**src/rtl/mda_pwm_capture.sv**
```systemverilog
// PWM capture: measures period (cycle count minus 1) and high time of an asynchronous
// input in clock cycles, flagging a timeout when the input stops toggling.
module mda_pwm_capture #(
    parameter int WIDTH       = 16,
    parameter int SYNC_STAGES = 2
) (
    input  logic             clk,
    input  logic             reset,
    input  logic             enable,
    input  logic             pwm_in,
    output logic [WIDTH-1:0] period,
    output logic [WIDTH-1:0] duty_cycle,
    output logic             valid,
    output logic             timeout,
    output logic             stuck_level
);

    typedef enum logic [1:0] {
        SYNC_LOW,
        WAIT_RISE,
        HIGH,
        LOW
    } state_t;

    localparam logic [WIDTH-1:0] CNT_MAX = '1;
    localparam logic [WIDTH-1:0] SETTLE  = WIDTH'(SYNC_STAGES);

    logic [SYNC_STAGES-1:0] sync_q;
    logic                   prev;
    logic                   s;
    logic                   rise;
    logic                   fall;
    logic                   sat;
    logic [WIDTH-1:0]       cnt;
    logic [WIDTH-1:0]       cnt_next;
    logic [WIDTH-1:0]       duty_shadow;
    state_t                 state;

    assign s        = sync_q[SYNC_STAGES-1];
    assign rise     = s & ~prev;
    assign fall     = ~s & prev;
    assign sat      = (cnt == CNT_MAX);
    assign cnt_next = sat ? cnt : cnt + 1'b1;

    // NOTE: non-blocking assignments in every clocked block so all flops see pre-edge values.
    always_ff @(posedge clk) begin
        if (reset) begin
            sync_q <= '0;
            prev   <= 1'b0;
        end else begin
            sync_q <= {sync_q[SYNC_STAGES-2:0], pwm_in};
            prev   <= s;
        end
    end

    always_ff @(posedge clk) begin
        if (reset) begin
            state       <= SYNC_LOW;
            cnt         <= '0;
            duty_shadow <= '0;
            period      <= '0;
            duty_cycle  <= '0;
            valid       <= 1'b0;
            timeout     <= 1'b0;
            stuck_level <= 1'b0;
        end else if (!enable) begin
            state       <= SYNC_LOW;
            cnt         <= '0;
            duty_shadow <= '0;
            valid       <= 1'b0;
        end else begin
            // NOTE: valid defaults low every cycle so it is a single-cycle registered pulse.
            valid <= 1'b0;
            cnt   <= cnt_next;
            unique case (state)
                // cnt counts edges since the clear; s only reflects real pin samples
                // once the synchronizer has refilled, so an input held high is never
                // mistaken for a fresh rising edge.
                SYNC_LOW: begin
                    if (!s && (cnt >= SETTLE)) state <= WAIT_RISE;
                end
                WAIT_RISE: begin
                    if (rise) begin
                        cnt   <= WIDTH'(1);
                        state <= HIGH;
                    end
                end
                HIGH: begin
                    if (fall) begin
                        duty_shadow <= cnt;
                        state       <= LOW;
                    end else if (sat) begin
                        timeout     <= 1'b1;
                        stuck_level <= 1'b1;
                        state       <= SYNC_LOW;
                    end
                end
                LOW: begin
                    if (rise) begin
                        period     <= cnt - WIDTH'(1);
                        duty_cycle <= duty_shadow;
                        valid      <= 1'b1;
                        timeout    <= 1'b0;
                        cnt        <= WIDTH'(1);
                        state      <= HIGH;
                    end else if (sat) begin
                        timeout     <= 1'b1;
                        stuck_level <= 1'b0;
                        state       <= SYNC_LOW;
                    end
                end
            endcase
        end
    end

endmodule

```
**config.mk**
```make
export PLATFORM = sky130hd
export DESIGN_NAME = mda_pwm_capture
export DESIGN_NICKNAME = d
export VERILOG_FILES = /design/src/rtl/mda_pwm_capture.sv
export SDC_FILE = /design/constraint.sdc
export NUM_CORES = 1
export LEC_CHECK = 0
export ABC_CLOCK_PERIOD_IN_PS = 5500
export CORE_AREA = 4 4 83 77
export CTS_BUF_LIST = sky130_fd_sc_hd__clkbuf_16
export DETAILED_ROUTE_END_ITERATION = 7
export DIE_AREA = 0 0 87 81
export HOLD_SLACK_MARGIN = 0.03
export PLACE_DENSITY = 0.81
export SLEW_MARGIN = 20
export SYNTH_ARGS = -nofsm -noshare
export SYNTH_HDL_FRONTEND = slang
export SYNTH_SLANG_ARGS = --single-unit
```
**constraint.sdc**
```tcl
create_clock -name clk -period 5.5 [get_ports clk]
set_input_delay 0.825 -clock clk [delete_from_list [all_inputs] [get_ports clk]]
set_output_delay 0.825 -clock clk [all_outputs]
set_load 0.05 [all_outputs]
```
==> summary.md, run 1 <==
| Metric | Value |
|---|---|
| Slew Limit Fails | 0 |
| Critical Path Start Type | input port |
| Crit path required time | 5.76 ns |
| Final Cell Area | 3720 um2 |
| Worst R2R Path Depth | 5 |
| Number of buffers created by CTS | 9 |
| Antenna violations before repair | 0 |
| Share of layout cells above drive strength 1 | 0.0519 |
| Detail Placement HPWL | 4640 um |
| Tcrit/Tclk final | 0.532 |
| Chip Height | 81 um |
| Rows | 26 |
| CTS Buffer Depth | 2 |
| Total track usage | 0.214 |
| First-pass GRT wire length | 11,900 um |
| Post-synth top area share | 0.465 |
| Placed inst area | 3460 um2 |
| Synth area leader | dfxtp_1 |
| I/O pin cnt | 39 |
| Worst Setup EP | cnt[2]$_SDFF_PP0_ |
| Seq/Total Area, Yosys | 0.465 |
| Area contributors post-synth | dfxtp_1, nand2_1, a21oi_1 |
| Xor/xnor share of the synthesized area | 0.0367 |
| Leak Pwr | 1.25 nW |
| Root Buffer | clkbuf_16 |
| CP Class | in -> reg |
| PortBufs | 38 |
| Synthesis Warnings | 0 |
| FMAX | 342 MHz |
| Worst VDD drop | 0.178 mV |
| Worst EP arrival | 3.19 ns |
| Die footprint | 7050 um2 |
| CTS hold repair buffers | 0 |
| Largest net degree at the start of global routing | 49 |
| Worst Tran Pin Value | 0.734 ns |
| Worst R2R Start | cnt[1]$_SDFF_PP0_ |
| Via/cell ratio | 5.72 |
| Clock edge transition at the registers on the reported setup and hold paths | 0.06 ns |
| Syn_nets | 386 |
| FFs w/ async S/R, synth | 0 |
| Post-synthesis cell count | 379 |
| Max transition margin | 0.511 |
| Most frequent cells in the layout | nand2_1, dfxtp_1, a21oi_1 |
| DR DRC count | 0 |
| Tmin final | 2.92 ns |
| Post-synthesis compound-gate area fraction | 0.164 |
| DRT Wirelength | 6980 um |
| Worst min path class | reg -> reg |
| Drt first pass iters | 4 |
| Final TNS setup | 0 ns |
| Vias in the first global route | 2,523 |
| N_diodes | 0 |
| Final hold vios | 0 |
| R2R Path End | cnt[14]$_SDFF_PP0_ |
| Total gr overflow | 0 |
| CTS tree | yes |
| Status | finished clean |
| Worst-path fanout max | 38 |
| Vias | 2,718 |
| MaxCap Viol Count | 0 |
| Most common flop cell mapped by yosys | dfxtp_1 |
| DR iter-0 viols | 192 |
| Final ANT Viol Nets | 0 |
| Yosys cell types | 40 |
| EDFF count, synth | 0 |
| CTS H-tree lvls | 3 |
| Post-Syn Area | 3100 um2 |
| WL/cell | 14.7 um |
| Final setup vio count | 0 |
| Crit path from | reset |
| Synthesis-stage register bit count | 72 |
| Post-CTS Resized | 0 |
| Nets | 407 |
| CTS sink cnt | 72 |
| Most common cell after layout, fill and taps aside | nand2_1 |
| Setup slack at placement | 2.24 ns |
| Skew-Pair Late Insertion Delay | 0.33 ns |
| Layout area overhead | 20.1% |
| Largest family of logic cells by synthesized area | simple AND/OR/NAND/NOR gates |
| Post-CTS setup buffers | 0 |
| CP endpoint kind | flop |
| Power per Cell Area | 288 nW/um2 |
| Adder-cell area share of the yosys netlist | 0.0121 |
| Clock skew | 0.00380 ns |
| Core ar. | 5560 um2 |
| Initial core utilization | 0.558 |
| Multiplexer share of the synthesized area | 0.00645 |
| Die width | 87 um |
| R2R Setup Slk | 3.16 ns |
| Unrepaired setup endpoints after global routing | false |
| Final setup margin | 2.58 ns |
| Routability congestion estimate from global placement | 0.920 |
| Post-Syn Area per Cell | 8.18 um2 |
| Simple-Gate Fraction of Synth Area | 0.265 |
## cells by family after synthesis
logic type / after synthesis
AND/OR/NAND/NOR: 168
buffers and inverters: 37
XOR/XNOR: 13
AO/OA/AOI/OAI: 84
adder cells (fa/ha/maj): 3
flip-flops: 72
multiplexers: 2
## layout make-up
cell class	count	area, um2
clock inverter	7	40.0
fill	461	1840
timing repair buffer	41	403
sequential	72	1440
multi-input combinational	270	1510
clock buffer	9	225
inverter	6	22.5
tap	70	87.6
## worst min path at each step
stage / from / end / slack, ns / cells after the start
after global routing: sync_q[0]$_SDFF_PP0_ / sync_q[1]$_SDFF_PP0_ / 0.46 / 1
after global placement: sync_q[0]$_SDFF_PP0_ / sync_q[1]$_SDFF_PP0_ / 0.43 / 1
final: sync_q[0]$_SDFF_PP0_ / sync_q[1]$_SDFF_PP0_ / 0.44 / 1
after floorplan: sync_q[0]$_SDFF_PP0_ / sync_q[1]$_SDFF_PP0_ / 0.41 / 1
after detailed placement: sync_q[0]$_SDFF_PP0_ / sync_q[1]$_SDFF_PP0_ / 0.43 / 1
after CTS: sync_q[0]$_SDFF_PP0_ / sync_q[1]$_SDFF_PP0_ / 0.44 / 1
## cell usage after synthesis (3+ instances only)
| master | instances |
|---|---|
| buf_2 | 9 |
| o31ai_1 | 6 |
| nor3b_1 | 4 |
| o21ai_0 | 7 |
| a311oi_1 | 4 |
| nor2b_1 | 4 |
| or4_1 | 8 |
| nor2_1 | 32 |
| nor3_1 | 6 |
| xor2_1 | 8 |
| a21oi_1 | 48 |
| clkbuf_1 | 20 |
| nor4_1 | 5 |
| nand4_1 | 7 |
| xnor2_1 | 5 |
| inv_1 | 6 |
| nand3_1 | 7 |
| dfxtp_1 | 72 |
| nand2_1 | 79 |
| ha_1 | 3 |
| a211oi_1 | 14 |
## through the flow
| step | hold slack [ns] | power [mW] | std cells | utilization |
|---|---|---|---|---|
| 5_1_grt | 0.463 | 1.11 | 475 | 0.670 |
| 3_3_place_gp | 0.430 | 0.568 | 459 | 0.622 |
| 4_1_cts | 0.444 | 1.08 | 475 | 0.670 |
| 6_report | 0.440 | 1.07 | 475 | 0.670 |
| 3_5_place_dp | 0.430 | 0.569 | 459 | 0.622 |
| 2_1_floorplan | 0.414 | 0.561 | 379 | - |
## per-layer routing
| metal | vias to the layer above | share of wire | global-route usage | wire length (um) |
|---|---|---|---|---|
| li1 | 1365 | - | - | - |
| met1 | 1286 | 0.47 | 0.279 | 3260 |
| met2 | 58 | 0.47 | 0.344 | 3280 |
| met3 | 9 | 0.049 | 0.0558 | 344 |
| met4 | 0 | 0.013 | 0.0701 | 94 |
| met5 | - | 0 | 0 | 0 |
## critical path, cell delays in order
cell	delay [ns]
clkdlybuf4s50_1	0.39
buf_4	0.24
nand2b_1	0.52
nand2b_1	0.56
or4_1	0.56
o21ai_0	0.07
## registers in the layout, indices dropped and copies added, names as in the netlist
name and cells:
duty_cycle 16, sync_q 2, period 16, valid 1, duty_shadow 16, timeout 1
stuck_level 1, cnt 16, state 2, prev 1
## power by group
part	switching (mW)	leakage [nW]	internal, mW
registers	0.00307	0.580	0.523
clock network	0.215	0.126	0.300
logic	0.0195	0.544	0.0119
total	0.238	1.25	0.835
No activity file was read; power rests on OpenSTA's default activity.
==> inputs of run 2 (changes only) <==
==> config.mk (replaced) <==
export PLATFORM = sky130hd
export DESIGN_NAME = mda_pwm_capture
export DESIGN_NICKNAME = d
export VERILOG_FILES = /design/src/rtl/mda_pwm_capture.sv
export SDC_FILE = /design/constraint.sdc
export NUM_CORES = 1
export LEC_CHECK = 0
export ABC_CLOCK_PERIOD_IN_PS = 3000
export CORE_AREA = 4 4 85 79
export CTS_BUF_LIST = sky130_fd_sc_hd__clkbuf_16
export DETAILED_ROUTE_END_ITERATION = 7
export DIE_AREA = 0 0 89 83
export HOLD_SLACK_MARGIN = 0.03
export PLACE_DENSITY = 0.77
export SLEW_MARGIN = 20
export SYNTH_ARGS = -nofsm -noshare
export SYNTH_HDL_FRONTEND = slang
export SYNTH_SLANG_ARGS = --single-unit
==> constraint.sdc (replaced) <==
create_clock -name clk -period 3 [get_ports clk]
set_input_delay 0.45 -clock clk [delete_from_list [all_inputs] [get_ports clk]]
set_output_delay 0.45 -clock clk [all_outputs]
set_load 0.05 [all_outputs]
==> run 2 against run 1 <==
Register-to-register slack worse by 2.4 ns. Count of clock-buffer cells in the layout unchanged. Sequential share of layout area down 0.98 points. Final area up 2.6%. Cell count up 0.84%. Non-clock buffer count up 2. Hold slack better by 0.0092 ns. Utilization down 2.3 points. Critical path type is now reg -> reg. Critical endpoint is now cnt[14]$_SDFF_PP0_. Largest power group is now clock.
==> summary.md, run 2 (synthesized netlist as in run 1, its figures left out) <==
| Metric | Value |
|---|---|
| Status | finished clean |
| CTS hold repair buffers | 0 (unchanged) |
| Final ANT Viol Nets | 0 (unchanged) |
| Final TNS setup | 0 ns (unchanged) |
| DR iter-0 viols | 192 (unchanged) |
| Most common cell after layout, fill and taps aside | nand2_1 |
| Worst-path fanout max | 10 (-74%) |
| Area occupied by registers | 1440 um2 (unchanged) |
| Critical Path Start Type | flop |
| Worst VDD drop | 0.479 mV (+170%) |
| Tmin final | 2.24 ns |
| Filler cell count | 504 (+9.3%) |
| Max transition margin | 0.464 (-0.0469) |
| Post-CTS Resized | 0 (unchanged) |
| CP max stage cell | or4_4 |
| Multi-input logic area | 1510 um2 (unchanged) |
| Vias | 2,709 (-0.33%) |
| Clock edge transition at the registers on the reported setup and hold paths | 0.06 ns (about the same) |
| DRT Wirelength | 7030 um (+0.77%) |
| Tcrit/Tclk final | 0.748 |
| Final Cell Area | 3820 um2 (+2.6%) |
| Hold WS | 0.449 ns (+0.00919 ns) |
| Largest net degree at the start of global routing | 50 (+2.0%) |
| Final setup vio count | 0 (unchanged) |
| Final Core Density | 0.646 (-0.0232) |
| CP endpoint kind | flop |
| CP cell instances | ha_1 -> inv_1 -> or4_4 -> or4b_1 -> o211a_1 |
| Post-CTS setup buffers | 0 (unchanged) |
| CTS sink cnt | 72 (unchanged) |
| Via/cell ratio | 5.66 (-1.2%) |
| Worst Tran Pin Value | 0.802 ns (+0.0687 ns) |
| Number of buffers created by CTS | 9 (unchanged) |
| Slew Limit Fails | 0 (unchanged) |
| Leak Pwr | 1.30 nW (+4.1%) |
| Clock skew | 0.00743 ns (+0.00362 ns) |
| Total track usage | 0.209 (-0.00467) |
| Power per Cell Area | 585 nW/um2 (+100%) |
| Slowest Stage Delay on Critical Path | 0.58 ns (+0.02 ns) |
| Skew-Pair Late Insertion Delay | 0.33 ns (about the same) |
| First-pass GRT wire length | 12,200 um (+2.7%) |
| Core ar. | 5910 um2 (+6.3%) |
| Die footprint | 7390 um2 (+4.8%) |
| Root Buffer | clkbuf_16 |
| Chip Height | 83 um (+2.5%) |
| Vias in the first global route | 2,601 (+3.1%) |
| Initial core utilization | 0.525 (-0.0329) |
| FMAX | 446 MHz |
| Antenna violations before repair | 0 (unchanged) |
| DR DRC count | 0 (unchanged) |
| N_diodes | 0 (unchanged) |
| Rows | 27 (+3.8%) |
| Crit path required time | 3.22 ns (-2.54 ns) |
| Routability congestion estimate from global placement | 0.860 (-6.5%) |
| Unrepaired setup endpoints after global routing | false |
| Share of layout cells above drive strength 1 | 0.0590 (+0.00712) |
| Nets | 409 (+0.49%) |
| PortBufs | 38 (unchanged) |
| Detail Placement HPWL | 4800 um (+3.5%) |
| Worst min path class | reg -> reg |
| I/O pin cnt | 39 (unchanged) |
| Drt first pass iters | 4 (unchanged) |
| CP Class | reg -> reg |
| Layout area overhead | 23.2% |
| WL/cell | 14.7 um (about the same) |
| Most frequent cells in the layout | nand2_1, dfxtp_1, a21oi_1 |
| Die width | 89 um (+2.3%) |
| Placed inst area | 3480 um2 (+0.51%) |
| CTS tree | yes |
| MaxCap Viol Count | 0 (unchanged) |
| Total gr overflow | 0 (unchanged) |
| Final hold vios | 0 (unchanged) |
| Worst EP arrival | 2.46 ns (-0.73 ns) |
| CTS Buffer Depth | 2 (unchanged) |
| CTS H-tree lvls | 3 (unchanged) |
-- run 2: path summary, 6_finish.rpt --
kind | from | endpoint | slack, ns | cells after the start
max | cnt[1]$_SDFF_PP0_ | cnt[14]$_SDFF_PP0_ | 0.76 | 5
min reg2reg | sync_q[0]$_SDFF_PP0_ | sync_q[1]$_SDFF_PP0_ | 0.45 | 1
max reg2reg | cnt[1]$_SDFF_PP0_ | cnt[14]$_SDFF_PP0_ | 0.76 | 5
min | sync_q[0]$_SDFF_PP0_ | sync_q[1]$_SDFF_PP0_ | 0.45 | 1
-- run 2: per-layer routing --
metal,GRT usage,up-vias,wire [um]
met4,0.104,0,153
met2,0.331,66,3410
met3,0.0397,17,312
met1,0.268,1256,3160
li1,-,1370,-
met5,0,-,0
-- run 2: final cells by class --
class,instances,share of cell area
clock inverters,7,0.0311
flip-flops and latches,72,0.377
multi-input cells,270,0.394
repair buffers,43,0.109
clock buffers,9,0.0589
inverters,6,0.00589
well taps,72,0.0236
-- run 2: power by group --
part	switching [mW]	internal (mW)
Clock	0.399	0.813
Combinational	0.0372	0.0228
Sequential	0.00490	0.960
Total	0.441	1.79
-- run 2: worst max-delay path, delay by kind of cell (launching register included) --
kind	cells	cell delay, ns
compound gates	1	0.14
buf+inv	1	0.13
flops	1	0.50
fa+ha+maj	1	0.32
simple gates	2	1.06
-- run 2: metrics by stage --
stage | setup slack [ns] | total power, mW | instances
after floorplan | 1.00 | 1.03 | 379
after global placement | 0.856 | 1.04 | 463
after detailed placement | 0.806 | 1.04 | 463
after CTS | 0.771 | 2.24 | 479
after global routing | 0.644 | 2.30 | 479
final | 0.757 | 2.24 | 479
